**src/rtl/iic_cmd_arbiter.sv**
```systemverilog
`default_nettype none
// ============================================================================
// Module   : iic_cmd_arbiter
// Purpose  : Shares one IIC master engine between NUM_REQ codec command
//            requesters, with a bus-free gap and a watchdog abort.
//            Define IIC_ARB_FIXED_PRIORITY_EN for lowest-index-wins arbitration.
// Revision : 1.0 - initial release
// ============================================================================
module iic_cmd_arbiter #(
  parameter int NUM_REQ     = 2,
  parameter int GAP_CYC     = 64,
  parameter int TIMEOUT_CYC = 1000000
) (
  input  logic                   MCLK,
  input  logic                   RESET,
  input  logic [NUM_REQ-1:0]     REQ,
  input  logic [16*NUM_REQ-1:0]  REQ_DATA,
  output logic [NUM_REQ-1:0]     GNT,
  output logic [NUM_REQ-1:0]     DONE,
  output logic [NUM_REQ-1:0]     ERR,
  output logic                   BUSY,
  output logic                   TIMEOUT_FLAG,
  output logic                   IIC_ENABLE,
  output logic [15:0]            IIC_DATA,
  input  logic                   IIC_FINISHED
);

  localparam int          PW             = (NUM_REQ > 1) ? $clog2(NUM_REQ) : 1;
  localparam logic [19:0] C_TIMEOUT_LAST = 20'(TIMEOUT_CYC - 1);
  localparam logic [9:0]  C_GAP_LAST     = 10'(GAP_CYC - 1);

  typedef enum logic [1:0] {
    ST_IDLE   = 2'd0,
    ST_LAUNCH = 2'd1,
    ST_WAIT   = 2'd2,
    ST_GAP    = 2'd3
  } state_t;

  state_t               r_state, w_state_nx;
  logic                 r_fin_meta, r_fin_sync, r_fin_prev;
  logic                 w_fin_rise;
  logic [NUM_REQ-1:0]   r_gnt, w_gnt_nx;
  logic [NUM_REQ-1:0]   r_done, w_done_nx;
  logic [NUM_REQ-1:0]   r_err, w_err_nx;
  logic                 r_tflag, w_tflag_nx;
  logic                 r_en, w_en_nx;
  logic [15:0]          r_data, w_data_nx;
  logic [19:0]          r_timer, w_timer_nx;
  logic [9:0]           r_gap, w_gap_nx;
  logic                 w_any;
  logic [PW-1:0]        w_win;

  assign w_any = |REQ;

`ifdef IIC_ARB_FIXED_PRIORITY_EN
  always_comb begin
    w_win = '0;
    for (int i = NUM_REQ - 1; i >= 0; i--) begin
      if (REQ[i]) w_win = PW'(i);
    end
  end
`else
  logic [PW-1:0] r_ptr;
  logic          w_found;

  // Search upward from the last winner so every pending requester gets a turn.
  always_comb begin : rr_search
    int idx;
    w_win   = '0;
    w_found = 1'b0;
    for (int k = 1; k <= NUM_REQ; k++) begin
      idx = int'(r_ptr) + k;
      if (idx >= NUM_REQ) idx = idx - NUM_REQ;
      if (!w_found && REQ[idx]) begin
        w_found = 1'b1;
        w_win   = PW'(idx);
      end
    end
  end

  always_ff @(posedge MCLK or posedge RESET) begin
    if (RESET) begin
      r_ptr <= PW'(NUM_REQ - 1);
    end else if (r_state == ST_IDLE && w_any) begin
      r_ptr <= w_win;
    end
  end
`endif

  always_ff @(posedge MCLK or posedge RESET) begin
    if (RESET) begin
      r_fin_meta <= 1'b0;
      r_fin_sync <= 1'b0;
      r_fin_prev <= 1'b0;
    end else begin
      r_fin_meta <= IIC_FINISHED;
      r_fin_sync <= r_fin_meta;
      r_fin_prev <= r_fin_sync;
    end
  end

  assign w_fin_rise = r_fin_sync & ~r_fin_prev;

  always_ff @(posedge MCLK or posedge RESET) begin
    if (RESET) begin
      r_state <= ST_IDLE;
      r_gnt   <= '0;
      r_done  <= '0;
      r_err   <= '0;
      r_tflag <= 1'b0;
      r_en    <= 1'b0;
      r_data  <= '0;
      r_timer <= '0;
      r_gap   <= '0;
    end else begin
      r_state <= w_state_nx;
      r_gnt   <= w_gnt_nx;
      r_done  <= w_done_nx;
      r_err   <= w_err_nx;
      r_tflag <= w_tflag_nx;
      r_en    <= w_en_nx;
      r_data  <= w_data_nx;
      r_timer <= w_timer_nx;
      r_gap   <= w_gap_nx;
    end
  end

  always_comb begin
    w_state_nx = r_state;
    w_gnt_nx   = r_gnt;
    w_done_nx  = '0;
    w_err_nx   = '0;
    w_tflag_nx = r_tflag;
    w_en_nx    = r_en;
    w_data_nx  = r_data;
    w_timer_nx = r_timer;
    w_gap_nx   = r_gap;
    case (r_state)
      ST_IDLE: begin
        if (w_any) begin
          w_gnt_nx        = '0;
          w_gnt_nx[w_win] = 1'b1;
          w_data_nx       = REQ_DATA[16*int'(w_win) +: 16];
          w_timer_nx      = '0;
          w_state_nx      = ST_LAUNCH;
        end
      end
      ST_LAUNCH: begin
        w_en_nx    = 1'b1;
        w_state_nx = ST_WAIT;
      end
      ST_WAIT: begin
        // A finish coinciding with the watchdog expiry counts as success.
        if (w_fin_rise) begin
          w_done_nx  = r_gnt;
          w_gnt_nx   = '0;
          w_en_nx    = 1'b0;
          w_gap_nx   = '0;
          w_state_nx = ST_GAP;
        end else if (r_timer == C_TIMEOUT_LAST) begin
          w_err_nx   = r_gnt;
          w_tflag_nx = 1'b1;
          w_gnt_nx   = '0;
          w_en_nx    = 1'b0;
          w_gap_nx   = '0;
          w_state_nx = ST_GAP;
        end else begin
          w_timer_nx = r_timer + 20'd1;
        end
      end
      ST_GAP: begin
        if (r_gap == C_GAP_LAST) begin
          w_state_nx = ST_IDLE;
        end else begin
          w_gap_nx = r_gap + 10'd1;
        end
      end
      default: w_state_nx = ST_IDLE;
    endcase
  end

  assign GNT          = r_gnt;
  assign DONE         = r_done;
  assign ERR          = r_err;
  assign BUSY         = (r_state != ST_IDLE);
  assign TIMEOUT_FLAG = r_tflag;
  assign IIC_ENABLE   = r_en;
  assign IIC_DATA     = r_data;

endmodule
`default_nettype wire

```
**config.mk**
```make
export PLATFORM = sky130hd
export DESIGN_NAME = iic_cmd_arbiter
export DESIGN_NICKNAME = d
export VERILOG_FILES = /design/src/rtl/iic_cmd_arbiter.sv
export SDC_FILE = /design/constraint.sdc
export NUM_CORES = 1
export LEC_CHECK = 0
export CAP_MARGIN = 20
export CORE_MARGIN = 3
export CORE_UTILIZATION = 56
export DETAILED_ROUTE_END_ITERATION = 8
export PLACE_DENSITY_LB_ADDON = 0.12
export SLEW_MARGIN = 20
export SYNTH_ARGS = -nofsm -noshare
export SYNTH_HDL_FRONTEND = slang
export SYNTH_SLANG_ARGS = --single-unit
```
**constraint.sdc**
```tcl
create_clock -name MCLK -period 6.02 [get_ports MCLK]
set_input_delay 0.602 -clock MCLK [delete_from_list [all_inputs] [get_ports MCLK]]
set_output_delay 0.602 -clock MCLK [all_outputs]
set_load 0.03 [all_outputs]
```
==> impl_metrics.tcl <==
set metrics [dict create \
    status "finished, final reports clean" \
    holdBufCountCts 0 \
    grt_pass1_wl_um 13000 \
    placedCellCount 450 \
    setup_ws_ns 3.17 \
    crit_chain "inv_1 > ha_1 > buf_4 > nor2_1 > a21oi_1 > nand2_1 > o31ai_1 > a22o_1" \
    syn_nets 375 \
    stdcell_count 466 \
    slowest_delay_ns 0.77 \
    power_density_nw_per_um2 216 \
    pre_cts_ws_ns 3.25 \
    synth-edff-count 0 \
    nets 433 \
    met2_usage_pct 40.6 \
    r2r_setup_slack_ns 3.17 \
    coreArea_um2 5300 \
    grt_usage_pct 25.3 \
    syn_to_final_growth_pct 27.6 \
    cts_setup_buffers 0 \
    peakVddDrop_uv 145 \
    grt_max_degree 61 \
    synth_area_leaders "dfrtp_1, mux2i_1, nand2_1" \
    io_buffers 61 \
    p_leak_nw 1.74 \
    rsz0062_at_grt "false" \
    clock-root-buffer "clkbuf_8" \
    die_h_um 81.5 \
    path_max_fanout 22 \
    worst_pin_slew_ns 1.04 \
    htree_levels 3 \
    die_area_um2 6650 \
    avgSynthCellArea_um2 9.60 \
    synth_ff_type "dfrtp_1" \
    cpLargestDelayFamily "compound AO/OA/AOI/OAI gates" \
    hpwl_um 5270 \
    antennaDiodeCount 0 \
    pin_count 62 \
    met1_usage_pct 32.8 \
    synth_top_area_share_pct 46.2 \
    die_x_um 81.5 \
    cts_buffer_depth 2 \
    timing.hold.ws_ns 0.349 \
    overflow 0 \
    synth_common_cells "dfrtp_1, nand2_1, o21ai_0" \
    routed_via_density 6.01 \
    ys_types 55 \
    cts_tree "yes" \
    grt_busiest_layer "met2" \
    ys_seq_elements 60 \
    grt_pass1_vias 2772 \
    hold_violations 0 \
    critPathRequiredTime_ns 6.29 \
    ys_seq_area_share_pct 47.0 \
    antenna_found_initial 0 \
    setup-tns-final_ns 0 \
    drive_gt1_share_pct 8.33 \
    synth_area_um2 3200 \
    numCtsBuffers 9 \
    synth_top_area_cell "dfrtp_1" \
    cp.arrival_ns 3.12 \
    slew_headroom_pct 30.8 \
    finalPower_mw 0.881 \
    gp_congestion 0.845 \
    nFillCells 368 \
    vias 2801 \
    clk_latency_ns 0.33 \
    critPathSlowestCell "a21oi_1" \
    initialDrtViolationCount 198 \
    met3_usage_pct 7.24 \
    ant_nets 0 \
    routed_wl_um 7620 \
    cts.sinks 60 \
    timing.critical_path.buf_inv 2 \
    initial_core_util_pct 60.3 \
    drv_cap 0 \
    layout_min_cycle_time_ns 2.85 \
    avgRoutedWirePerCell_um 16.4 \
    start_kind "register" \
    async_reset_ff_share_pct 100 \
    rows 26 \
    hold_path_class "register to register" \
    synthCells 333 \
    finalSetupViolations 0 \
    cts-resized-gates 0 \
    skew_ns 0.00973 \
    firstDrtPassIters 4 \
    path_clk_slew_ns 0.06 \
    fmax_mhz 351 \
    critPathCaptureType "register" \
    ys_warn_count 0 \
    yosysMostFrequentCell "dfrtp_1" \
    drcViolationCount 0 \
    crit_type "register to register" \
    period_share_pct 47.3 \
    drv_slew 0 \
]
[worst register-to-register path, stage by stage (launching register included)]
cell and delay [ns]:
dfrtp_1 0.38, inv_1 0.10, ha_1 0.53, buf_4 0.36
nor2_1 0.09, a21oi_1 0.77, nand2_1 0.17, o31ai_1 0.25
a22o_1 0.15
[stage by stage]
stage | cell area [um^2] | utilization (%)
4_1_cts | 4080 | 76.9
3_3_place_gp | 3850 | 72.5
6_report | 4080 | 76.9
5_1_grt | 4080 | 76.9
2_1_floorplan | 3200 | -
3_5_place_dp | 3850 | 72.5
[layer usage]
metal,routed length (um),vias up,part of all wire [%]
met2,3650,92,48
met3,498,17,6.5
met5,0,-,0
met4,119,0,1.6
met1,3350,1346,44
li1,-,1346,-
[flip-flops by register name (all words and copies together), names as in the netlist]
signal	count
r_timer	20
IIC_DATA	16
r_gap	10
DONE	2
ERR	2
GNT	2
r_state	2
IIC_ENABLE	1
TIMEOUT_FLAG	1
r_fin_meta	1
r_fin_prev	1
r_fin_sync	1
r_ptr	1
[cells in the final DEF, fill, tap and decap left out, types with 4 or more instances in the layout]
cell and n:
nor2_1 16, inv_1 8, mux2i_1 21, a22o_1 8, a31oi_1 8, clkdlybuf4s50_1 61
nor3_1 5, clkbuf_8 9, and3_1 7, o211ai_1 6, nand3_1 18, a21oi_1 12
nand2_1 47, mux2_2 4, dfrtp_1 59, nor4b_1 4, ha_1 5, o21ai_0 28
buf_4 4, nand4_1 5
[where the power goes]
group	total (mW)	switching [mW]	leakage, nW	internal [mW]
clock network	0.429	0.155	0.117	0.274
registers	0.405	0.000417	0.756	0.404
logic	0.0473	0.0201	0.863	0.0272
total	0.881	0.176	1.74	0.705
[layout make-up]
type                            instances  area (um^2)  share of cell area (%)
Clock buffer                           11          131                    3.22
Clock inverter                          5          100                    2.45
Inverter                               10         37.5                   0.921
Multi-Input combinational cell        245         1580                    38.7
Sequential cell                        60         1500                    36.9
Tap cell                               70         87.6                    2.15
Timing Repair Buffer                   65          641                    15.7
[final timing paths]
kind,endpoint,from,depth (start not counted)
setup / recovery,r_timer[9],r_state[0],8
hold / removal,r_fin_sync,r_fin_meta,0
setup reg to reg,r_timer[9],r_state[0],8
hold reg to reg,r_fin_sync,r_fin_meta,0
max in group asynchronous,IIC_ENABLE,RESET,3
min in group asynchronous,r_gap[8],RESET,3
[cells by family after synthesis]
family	Yosys count	synth area share, %
AOI/OAI and AO/OA	89	18.5
adders and majority gates	5	1.96
buffers and inverters	28	3.84
DFF	60	47.0
muxes	25	7.99
and+or+nand+nor	126	20.7
Power figures use the tool's default switching activity.
